===== config.mk =====
export PLATFORM = sky130hd
export DESIGN_NAME = aes_round_ctrl_flat
export DESIGN_NICKNAME = d
export VERILOG_FILES = /design/src/rtl/aes_round_ctrl_if.sv /design/src/rtl/aes_round_ctrl.sv /design/src/flat_wrapper.sv
export SDC_FILE = /design/constraint.sdc
export NUM_CORES = 1
export LEC_CHECK = 0
export ABC_AREA = 1
export BUFFER_PORTS_ARGS = -buffer_cell sky130_fd_sc_hd__buf_2
export CAP_MARGIN = 20
export CORE_UTILIZATION = 49
export CTS_CLUSTER_DIAMETER = 30
export CTS_CLUSTER_SIZE = 28
export DETAILED_ROUTE_END_ITERATION = 12
export PLACE_DENSITY = 0.82
export SETUP_SLACK_MARGIN = 0.1
export SKIP_LAST_GASP = 1
export SYNTH_ARGS = -nofsm -noshare
export SYNTH_HDL_FRONTEND = slang
export SYNTH_SLANG_ARGS = --single-unit

===== constraint.sdc =====
create_clock -name clk -period 1.5 [get_ports clk]
set_input_delay 0 -clock clk [delete_from_list [all_inputs] [get_ports clk]]
set_output_delay 0 -clock clk [all_outputs]
set_load 0.01 [all_outputs]

===== src/rtl/aes_round_ctrl_if.sv =====
// Control bundle between the AES round sequencer and the byte-serial datapath.
// master = sequencer side, slave = datapath/top side.
interface aes_round_ctrl_if #(
   parameter int unsigned IDX_W = 4
) ();
   logic             start_system;
   logic             abort;
   logic             load_en;
   logic             ark0_en;
   logic             key_en;
   logic             sub_en;
   logic             shift_en;
   logic             mix_en;
   logic             ark_en;
   logic             out_en;
   logic [IDX_W-1:0] byte_idx;
   logic [3:0]       round;
   logic [7:0]       rcon;
   logic             busy;
   logic             DONE;

   modport master (
      input  start_system, abort,
      output load_en, ark0_en, key_en, sub_en, shift_en, mix_en, ark_en, out_en,
      output byte_idx, round, rcon, busy, DONE
   );

   modport slave (
      output start_system, abort,
      input  load_en, ark0_en, key_en, sub_en, shift_en, mix_en, ark_en, out_en,
      input  byte_idx, round, rcon, busy, DONE
   );
endinterface


===== src/rtl/aes_round_ctrl.sv =====
// Phase sequencer for the byte-serial AES-128 encryption datapath: load, ARK0,
// NR rounds (KEY/SUB/SHIFT/MIX/ARK), readout, then a one-cycle DONE pulse.
module aes_round_ctrl #(
   parameter int unsigned NB         = 16,
   parameter int unsigned NR         = 10,
   parameter int unsigned KEY_CYCLES = 4,
   parameter int unsigned MIX_CYCLES = 4
) (
   input logic              clk,
   input logic              rst,
   aes_round_ctrl_if.master ctrl
);
   localparam int unsigned IDX_W = $clog2(NB);

   localparam logic [3:0] StIdle  = 4'd0;
   localparam logic [3:0] StLoad  = 4'd1;
   localparam logic [3:0] StArk0  = 4'd2;
   localparam logic [3:0] StKey   = 4'd3;
   localparam logic [3:0] StSub   = 4'd4;
   localparam logic [3:0] StShift = 4'd5;
   localparam logic [3:0] StMix   = 4'd6;
   localparam logic [3:0] StArk   = 4'd7;
   localparam logic [3:0] StOut   = 4'd8;
   localparam logic [3:0] StDone  = 4'd9;

   logic [3:0]       state_q, state_d;
   logic [IDX_W-1:0] idx_q, idx_d;
   logic [3:0]       round_q, round_d;
   logic [7:0]       rcon_q, rcon_d;
   logic [IDX_W-1:0] last_idx;
   logic             last_round;
   logic [7:0]       rcon_next;

   always_ff @(posedge clk or posedge rst) begin
      if (rst) begin
         state_q <= StIdle;
         idx_q   <= '0;
         round_q <= '0;
         rcon_q  <= '0;
      end else begin
         state_q <= state_d;
         idx_q   <= idx_d;
         round_q <= round_d;
         rcon_q  <= rcon_d;
      end
   end

   // Terminal index of the current phase; single-cycle phases end at 0.
   always_comb begin
      last_idx = '0;
      unique case (state_q)
         StLoad, StArk0, StSub, StArk, StOut: last_idx = IDX_W'(NB - 1);
         StKey:                               last_idx = IDX_W'(KEY_CYCLES - 1);
         StMix:                               last_idx = IDX_W'(MIX_CYCLES - 1);
         default:                             last_idx = '0;
      endcase
   end

   assign last_round = (round_q == 4'(NR));
   // xtime in GF(2^8): shift left, reduce by 0x1B on carry-out.
   assign rcon_next  = {rcon_q[6:0], 1'b0} ^ (rcon_q[7] ? 8'h1b : 8'h00);

   always_comb begin
      state_d = state_q;
      idx_d   = idx_q;
      round_d = round_q;
      rcon_d  = rcon_q;
      if (state_q == StIdle) begin
         if (ctrl.start_system && !ctrl.abort) begin
            state_d = StLoad;
         end
      end else if (ctrl.abort || state_q == StDone) begin
         state_d = StIdle;
         idx_d   = '0;
         round_d = '0;
         rcon_d  = '0;
      end else if (idx_q != last_idx) begin
         idx_d = idx_q + IDX_W'(1);
      end else begin
         idx_d = '0;
         unique case (state_q)
            StLoad: state_d = StArk0;
            StArk0: begin
               state_d = StKey;
               round_d = 4'd1;
               rcon_d  = 8'h01;
            end
            StKey:   state_d = StSub;
            StSub:   state_d = StShift;
            StShift: state_d = last_round ? StArk : StMix;
            StMix:   state_d = StArk;
            StArk: begin
               if (last_round) begin
                  state_d = StOut;
               end else begin
                  state_d = StKey;
                  round_d = round_q + 4'd1;
                  rcon_d  = rcon_next;
               end
            end
            StOut:   state_d = StDone;
            default: state_d = StIdle;
         endcase
      end
   end

   always_comb begin
      ctrl.load_en  = (state_q == StLoad);
      ctrl.ark0_en  = (state_q == StArk0);
      ctrl.key_en   = (state_q == StKey);
      ctrl.sub_en   = (state_q == StSub);
      ctrl.shift_en = (state_q == StShift);
      ctrl.mix_en   = (state_q == StMix);
      ctrl.ark_en   = (state_q == StArk);
      ctrl.out_en   = (state_q == StOut);
      ctrl.byte_idx = idx_q;
      ctrl.round    = round_q;
      // rcon_q is kept for the whole round but only exposed while KEY runs.
      ctrl.rcon     = (state_q == StKey) ? rcon_q : 8'h00;
      ctrl.busy     = (state_q != StIdle);
      ctrl.DONE     = (state_q == StDone);
   end
endmodule


===== src/flat_wrapper.sv =====
// flat-port wrapper written by rule: the top's interface ports become plain ports
module aes_round_ctrl_flat 
#(
   parameter int unsigned NB         = 16,
   parameter int unsigned NR         = 10,
   parameter int unsigned KEY_CYCLES = 4,
   parameter int unsigned MIX_CYCLES = 4
)
  (clk, rst, ctrl_start_system, ctrl_abort, ctrl_load_en, ctrl_ark0_en, ctrl_key_en, ctrl_sub_en, ctrl_shift_en, ctrl_mix_en, ctrl_ark_en, ctrl_out_en, ctrl_byte_idx, ctrl_round, ctrl_rcon, ctrl_busy, ctrl_DONE);
  aes_round_ctrl_if #(.IDX_W(4)) ctrl_i ();
  input logic clk;
  input logic rst;
  input wire logic [$bits(ctrl_i.start_system)-1:0] ctrl_start_system;
  input wire logic [$bits(ctrl_i.abort)-1:0] ctrl_abort;
  output wire logic [$bits(ctrl_i.load_en)-1:0] ctrl_load_en;
  output wire logic [$bits(ctrl_i.ark0_en)-1:0] ctrl_ark0_en;
  output wire logic [$bits(ctrl_i.key_en)-1:0] ctrl_key_en;
  output wire logic [$bits(ctrl_i.sub_en)-1:0] ctrl_sub_en;
  output wire logic [$bits(ctrl_i.shift_en)-1:0] ctrl_shift_en;
  output wire logic [$bits(ctrl_i.mix_en)-1:0] ctrl_mix_en;
  output wire logic [$bits(ctrl_i.ark_en)-1:0] ctrl_ark_en;
  output wire logic [$bits(ctrl_i.out_en)-1:0] ctrl_out_en;
  output wire logic [$bits(ctrl_i.byte_idx)-1:0] ctrl_byte_idx;
  output wire logic [$bits(ctrl_i.round)-1:0] ctrl_round;
  output wire logic [$bits(ctrl_i.rcon)-1:0] ctrl_rcon;
  output wire logic [$bits(ctrl_i.busy)-1:0] ctrl_busy;
  output wire logic [$bits(ctrl_i.DONE)-1:0] ctrl_DONE;
  assign ctrl_i.start_system = ctrl_start_system;
  assign ctrl_i.abort = ctrl_abort;
  assign ctrl_load_en = ctrl_i.load_en;
  assign ctrl_ark0_en = ctrl_i.ark0_en;
  assign ctrl_key_en = ctrl_i.key_en;
  assign ctrl_sub_en = ctrl_i.sub_en;
  assign ctrl_shift_en = ctrl_i.shift_en;
  assign ctrl_mix_en = ctrl_i.mix_en;
  assign ctrl_ark_en = ctrl_i.ark_en;
  assign ctrl_out_en = ctrl_i.out_en;
  assign ctrl_byte_idx = ctrl_i.byte_idx;
  assign ctrl_round = ctrl_i.round;
  assign ctrl_rcon = ctrl_i.rcon;
  assign ctrl_busy = ctrl_i.busy;
  assign ctrl_DONE = ctrl_i.DONE;
  aes_round_ctrl #(.NB(NB), .NR(NR), .KEY_CYCLES(KEY_CYCLES), .MIX_CYCLES(MIX_CYCLES)) u_core (.clk(clk), .rst(rst), .ctrl(ctrl_i));
endmodule

==> results of run 1 <==
==> kinds of logic after synthesis <==
| kind of cell | count (synthesis) |
|---|---|
| buffers and inverters | 28 |
| AOI/OAI and AO/OA | 11 |
| xor gates and xnor gates | 4 |
| adders and majority gates | 3 |
| and+or+nand+nor | 142 |
| DFF | 20 |
==> final timing paths <==
kind | from | to | depth (start not counted)
worst max-delay path | u_core.state_q[2] | u_core.ctrl.round[0] | 13
worst min-delay path | ctrl_start_system | u_core.state_q[1] | 4
max in group asynchronous | rst | u_core.state_q[2] | 4
worst max register to register | u_core.state_q[2] | u_core.ctrl.round[0] | 13
worst min register to register | u_core.rcon_q[6] | u_core.rcon_q[6] | 2
min in group asynchronous | rst | u_core.ctrl.byte_idx[2] | 4
==> final cells by class <==
class	count	area (µm²)
multi-input cells	160	945.9
flip-flops and latches	20	505.5
inverters	23	96.34
repair buffers	64	471.7
well taps	31	38.79
clock buffers	4	36.28
fillers	185	639.4
==> cell usage after synthesis <==
master and number:
a21oi_1 10, buf_2 3, buf_4 1, buf_6 1, dfrtp_1 20, ha_1 3
inv_1 16, inv_2 7, nand2_1 55, nand2_2 15, nand2_4 2, nand3_1 15
nand3_2 1, nand4_1 13, nor2_1 37, nor2_2 1, nor2_4 2, o21ai_0 1
or2_2 1, xnor2_1 1, xor2_1 3
==> metal layers <==
| layer | GRT usage, % | part of all wire (%) |
|---|---|---|
| met2 | 39.76 | 48 |
| met5 | 0 | 0 |
| met1 | 32.20 | 43 |
| met4 | 10.00 | 2.7 |
| met3 | 5.814 | 5.7 |
==> power groups by stage <==
stage               sequential, mW  clock, mW  combinational [mW]
CTS                          0.752      0.340                1.56
detailed placement           0.757          0                1.52
global route                 0.795      0.353                2.06
global placement             0.757          0                1.50
floorplan                    0.777          0                1.01
finish                       0.777      0.332                1.91
==> repair_timing <==
item	CTS	global route
cloned	0	1
setup buffers	0	6
hold buffers	1	0
pin swaps	0	8
resized for setup	11	37
setup endpoints to repair	33	34
endpoints found under the hold margin	20	0
==> cells in the final DEF, fill, tap and decap left out, drive strengths merged <==
master       instances
or2                  1
nand2               72
nand4               13
ha                   3
dfrtp               20
a21oi               10
clkbuf               5
xor2                 3
inv                 23
xnor2                1
dlygate4sd3          1
buf                 62
o21ai                1
nor2                40
nand3               16
==> sequential cells by signal (all words and copies together) (netlist names) <==
signal and cells:
u_core.state_q 4, u_core.ctrl.byte_idx 4, u_core.ctrl.round 4, u_core.rcon_q 8
==> worst register-to-register path, delay by kind of cell (launching register included) <==
kind	cells	cell delay, ps
buf+inv	3	380
flops	1	470
simple gates	10	820
==> run summary, run 1 <==
Counting both buffers and inverters, the worst setup path holds a total of 3. Counting every instance in the synthesized netlist gives 208. The synthesized netlist devotes 3.901% of its cell area to compound gates. The Yosys step of the flow raised 0 warnings. The number of placement rows is 19. Setup repair after global routing could not meet its margin everywhere. Yosys attributes the largest share of cell area to dfrtp_1 (35%), nand2_1 (15%), nor2_1 (9.8%), nand2_2 (6.6%), nand4_1 (5.8%). The die covers 3099 µm². The synthesized netlist net count came out at 215. Once layout is complete, the cells apart from fillers number 302. For flop-to-flop paths, the worst setup slack is -260 ps. The flow ran to the end, but the final reports show violations.

The fraction of layout cells with a size suffix above 1 came out at 48.34%. Data on the critical path is required at its endpoint by 1720 ps. After clock tree synthesis, the clock-pin slew on the worst setup and hold paths is 120 ps. The switching share of power came out at 48.67%. The initial antenna violation count is 0.

The routability-driven placement congestion ratio came out at 0.8383. The clock network burns 11.0% of the power. The initial DRC count is 74.

Once the floorplan was initialized, standard cells occupied 51.62% of the core. The global-route wire length before repair came out at 6127 µm. For this run, the share of the core covered by cells in the final layout is 76.61%. The synthesized netlist devotes 2.482% of its cell area to XOR and XNOR gates. The type of destination of the critical path is a flop. The via count of the first global-routing pass is 1446. Data on the critical path arrives at its endpoint at 1980 ps.

The boundary pin count came out at 30. The worst slack after detailed placement is -139.8 ps. The area of the placeable core came out at 2734 µm². In the final routed layout, each cell accounts on average for 13.70 µm. The post-route antenna net violation count came out at 0. The min-delay analysis places its worst path in the category input port to flop.

After Yosys synthesis, and, or, nand and nor cells account for 46.99% of the synthesized area. The fraction of power consumed by combinational cells came out at 63.2%. The synthesized design spends more area on one cell type than any other, namely dfrtp_1.

For this design the total switching power over the nets is 1.469 mW. The largest fanout on the critical path is 6. The placed wire-length estimate came out at 2578 µm.

The growth of design area from synthesis to finish is 48.40%. The number of nets in the final layout is 279. The post-synthesis sequential area ratio is 35.46%. After layout, the design draws a total of 3.017 mW. The critical path start-end classification is flop to flop. 0 antenna diodes ended up in the layout. Among the stages of the critical path, the cell type that occurs most often is nand2_1. Setup violations remaining at the end of the flow were counted as 21.

CTS saw 20 sinks. In this run, synthesis produced a sequential element count of 20. The multiplexer fraction of the synthesized cell area came out at 0%.

The height of the die came out at 55.67 µm. TritonCTS built the clock tree. The area of all placed cells without fillers came out at 2095 µm².

The wire length reported by the detailed router came out at 4138 µm. The internal power consumption is 1.549 mW. In this run the clock root is driven by a clkbuf_4. The average cell area after synthesis is 6.785 µm².

STA classifies the critical path startpoint as a flop. The share of total power dissipated in sequential elements is 25.8%. The placed instance area is 1818 µm². The slowest cell on the critical path is dfrtp_2. The share of the clock period used by the worst path after layout came out at 117.3%. Global routing used 24.79% of the available tracks. Entering global routing, the biggest net connects 21 pins. The count of distinct cell types in the synthesized netlist came out at 21. The clock period minus final worst setup slack came out at 1759 ps. The leakage dissipation is 1.108 nW. The remaining design rule violation count came out at 0. The worst-case IR drop observed on VDD is 1.324 mV. The area share of the leading cell type in the synthesized netlist is 35.46%. The checks that failed: setup timing. The clock tree skew after final layout came out at 7.085 ps. The total power per unit cell area is 1441 nW/µm².

The final global-route overflow total came out at 0. The first TritonRoute pass finished after 4 iterations. The maximum level of the CTS H-tree is 1. The detail-routed via count per cell came out at 5.427. The deepest clock path buffer count came out at 2.

The worst-case headroom to the max-slew limit is 82.70%. The count of final hold-check violations came to 0. The routed layout has 1639 vias. The worst-case hold slack is 100.7 ps. The placed instance count came out at 290. The delay of the slowest critical-path stage is 470 ps. The number of max-slew violations in the final report is 0. Among cell families on the critical path, the largest total delay comes from simple AND/OR/NAND/NOR gates.

The floorplan step set the die width to 55.67 µm. The number of maximum-capacitance constraint violations came out at 0. The TritonCTS buffer count is 3. Based on the critical path, the design can be clocked at up to 568.4 MHz.

The clock latency at the later pin of the worst-skew pair is 320 ps. The synthesized area came out at 1411 µm². Traced cell by cell, the critical path runs through buf_4, nand3_2, nand2_4, inv_2, nand3_1, nand2_1, nand2_1, nand2_2, nand2_4, nand3_4, clkbuf_16, nand2_2, nand2_1.

The main combinational cell family by area after synthesis is simple AND/OR/NAND/NOR gates. The synthesized netlist devotes 2.660% of its cell area to adder and majority cells. The sum of negative setup slack came out at -3934 ps. The number of buffers added on ports is 29. The transition time of the tightest slew-check pin is 259.5 ps.

The final worst-path setup slack came out at -259.3 ps.
Power figures use the tool's default switching activity.
==> inputs of run 2 (changes only) <==
--- a/config.mk
+++ b/config.mk
@@ -6,13 +6,13 @@
 export NUM_CORES = 1
 export LEC_CHECK = 0
 export ABC_AREA = 1
-export BUFFER_PORTS_ARGS = -buffer_cell sky130_fd_sc_hd__buf_2
 export CAP_MARGIN = 20
-export CORE_UTILIZATION = 49
+export CORE_UTILIZATION = 52
 export CTS_CLUSTER_DIAMETER = 30
 export CTS_CLUSTER_SIZE = 28
 export DETAILED_ROUTE_END_ITERATION = 12
-export PLACE_DENSITY = 0.82
+export DONT_BUFFER_PORTS = 1
+export PLACE_DENSITY = 0.76
 export SETUP_SLACK_MARGIN = 0.1
 export SKIP_LAST_GASP = 1
 export SYNTH_ARGS = -nofsm -noshare
==> run 2 against run 1 <==
Register-to-register slack worse by 250 ps. Wire length increased by 41%. Cell count fell by 4.3%. Clock skew is 2.3 ps lower. Worst hold slack better by 80 ps. Die area fell by 5.6%. The flow still finishes with violations (setup timing).
==> run summary, run 2 (same netlist as run 1, synthesis figures left out) <==
The run finished, with violations left. The checks that failed: setup timing. The total power is 3.632 mW. The mean routed wirelength per cell came out at 20.14 µm. The final global-route overflow total came out at 0. The number of maximum-capacitance constraint violations came out at 0. The maximum level of the CTS H-tree came out at 1. In the final layout, the multi-input gates occupy 1035 µm². The die span in x is 54.10 µm. The total routing resource utilization after global routing came out at 34.18%. The via count of the first global-routing pass came out at 1609. The slowest cell on the critical path is dfrtp_2.

The final-layout fill cell count came out at 115. For this block, the initial DRC count from the detailed router was 129. The number of detailed-route iterations in the first pass is 5.

The clock period minus final worst setup slack is 2008 ps. The clock tree skew after final layout came out at 4.739 ps. In the finished design, the share of the clock period the worst path needs comes to 133.9%. The initial standard-cell utilization of the core is 55.95%. For the pin with the worst max-slew slack, the measured transition is 827.1 ps. Leaving out fill and tap cells, the most frequent cells in the layout are nand2_1 (42), buf_4 (35), nand2_2 (21). The share of the core filled with cells came out at 87.00%. The area of the placeable core is 2522 µm². The root buffer selected by CTS is clkbuf_4. The worst-case headroom to the max-slew limit came out at 44.80%. CTS saw 20 sinks.

The initial antenna violation count came out at 1. Routability-driven placement finished with a final weighted congestion of 0.9466. The worst-case hold slack came out at 180.9 ps. The number of buffers and inverters on the critical path is 1. The finished layout holds 289 standard cells, fillers aside. STA classifies the critical path startpoint as a flop. The critical path data arrival time came out at 2180 ps. The count of final hold-check violations is 0.

The global-route wire length before repair came out at 7107 µm. Setup repair after global routing could not meet its margin everywhere. The area of all placed cells without fillers is 2195 µm². The clock transition time at the flip-flop clock pins of the worst setup and hold paths is 130 ps. Input and output buffers added on the ports amount to 0. The flip-flop count of the largest register after layout is 8. The placed instance count is 271.

The die area is 2926 µm². The leakage dissipation is 1.060 nW. The critical path start-end classification is flop to flop.

The maximum number of pins on one net before global-route repair came out at 21. The class of the worst hold path is input port to flop. The largest register by flop count is u_core.rcon_q. The post-route antenna net violation count is 0.

Among cell families on the critical path, the largest total delay comes from simple AND/OR/NAND/NOR gates. The clock tree from TritonCTS is built. The placed wire-length estimate came out at 2894 µm.

The detail-routed via count per cell is 6.266. The number of placement rows came out at 18. The deepest clock path buffer count is 2. Static timing analysis puts the maximum clock frequency at 498.0 MHz.

The wire length reported by the detailed router came out at 5821 µm. In this run, CTS created clock tree buffers numbering 3. The flip-flop and latch area is 505.5 µm².

Walking the worst path, the cells encountered are buf_4, nand2_4, nor2_4, nor2_4, nand3_1, nand2_1, nand2_1, nand2_2, nand2_4, nand2_4, nand2_4, nand2_1, nand2_1. The remaining design rule violation count is 0. The number of max-slew violations in the final report is 0. The number of diodes added for antenna fixing came out at 0. The worst slack after detailed placement came out at -260.2 ps.

The final worst-path setup slack is -508.1 ps. Summed over all failing endpoints, the final setup total negative slack is -7384 ps. The total power per unit cell area came out at 1655 nW/µm². The height of the die came out at 54.10 µm. The fraction of layout cells with a size suffix above 1 came out at 49.42%. The delay of the slowest critical-path stage came out at 510 ps.

The placed instance area is 1754 µm². The required time of the critical path is 1670 ps. The library cell used most frequently in the layout, excluding fill and tap cells, is nand2_1. The setup violation total in the final timing report came out at 22. Relative to the synthesized area, the layout overhead comes to 55.50%. The clock latency at the later pin of the worst-skew pair is 320 ps.

Summing over every cut layer, the via total after detailed routing is 1811. VDD sags by at most 1.290 mV. STA classifies the critical path endpoint as a flop. The boundary pin count came out at 30. The largest fanout on the critical path came out at 5.

In the final design database the tool counted 267 nets.
==> run 2: cell types whose count changed in the layout (fill, tap and decap cells not counted), sizes merged <==
cell | before | now
clkbuf | 5 | 3
bufinv | 0 | 1
inv | 23 | 21
dlygate4sd3 | 1 | 3
buf | 62 | 49
clkinv | 0 | 2
==> run 2: repair_timing <==
action,CTS,global route
pin swaps,11,9
endpoints found under the hold margin,24,0
buffers inserted,6,5
endpoints found under the setup margin,32,37
hold buffers,3,0
resized for setup,45,34
==> run 2: worst register-to-register path: stages (launching register included) <==
cell and delay, ps:
dfrtp_2 510, buf_4 180, nand2_4 90, nor2_4 50, nor2_4 110, nand3_1 100
nand2_1 80, nand2_1 80, nand2_2 110, nand2_4 90, nand2_4 130, nand2_4 80
nand2_1 100, nand2_1 150
==> run 2: power breakdown <==
part / leakage [nW] / internal [mW] / switching (mW)
clock: 0.0279 / 0.270 / 0.196
sequential: 0.266 / 0.636 / 0.143
combinational: 0.766 / 0.951 / 1.44
total: 1.06 / 1.86 / 1.78
==> run 2: cell type report <==
| cell class | instances | area share (%) |
|---|---|---|
| Inverter | 23 | 4.618 |
| Timing Repair Buffer | 52 | 21.09 |
| Multi-Input combinational cell | 160 | 47.15 |
| Clock buffer | 3 | 1.026 |
| Clock inverter | 1 | 1.368 |
| Tap cell | 30 | 1.710 |
| Sequential cell | 20 | 23.03 |
==> run 2: path summary, 6_finish.rpt <==
path	start	endpoint	slack, ps	cells after the start
worst max-delay path	u_core.state_q[0]	u_core.state_q[3]	-510	13
worst min-delay path	ctrl_abort	u_core.state_q[2]	180	5
worst max register to register	u_core.state_q[0]	u_core.state_q[3]	-510	13
worst min register to register	u_core.rcon_q[1]	u_core.rcon_q[1]	530	2
max in group asynchronous	rst	u_core.state_q[0]	670	2
min in group asynchronous	rst	u_core.state_q[2]	270	2
==> run 2: routing by layer <==
metal	part of all wire (%)	wire length, µm	up-vias	GRT usage (%)
li1	-	-	762	-
met1	37	2143	821	43.53
met2	45	2603	177	55.35
met3	11	667	49	6.497
met4	6.8	393	2	16.24
met5	0.22	13	-	0
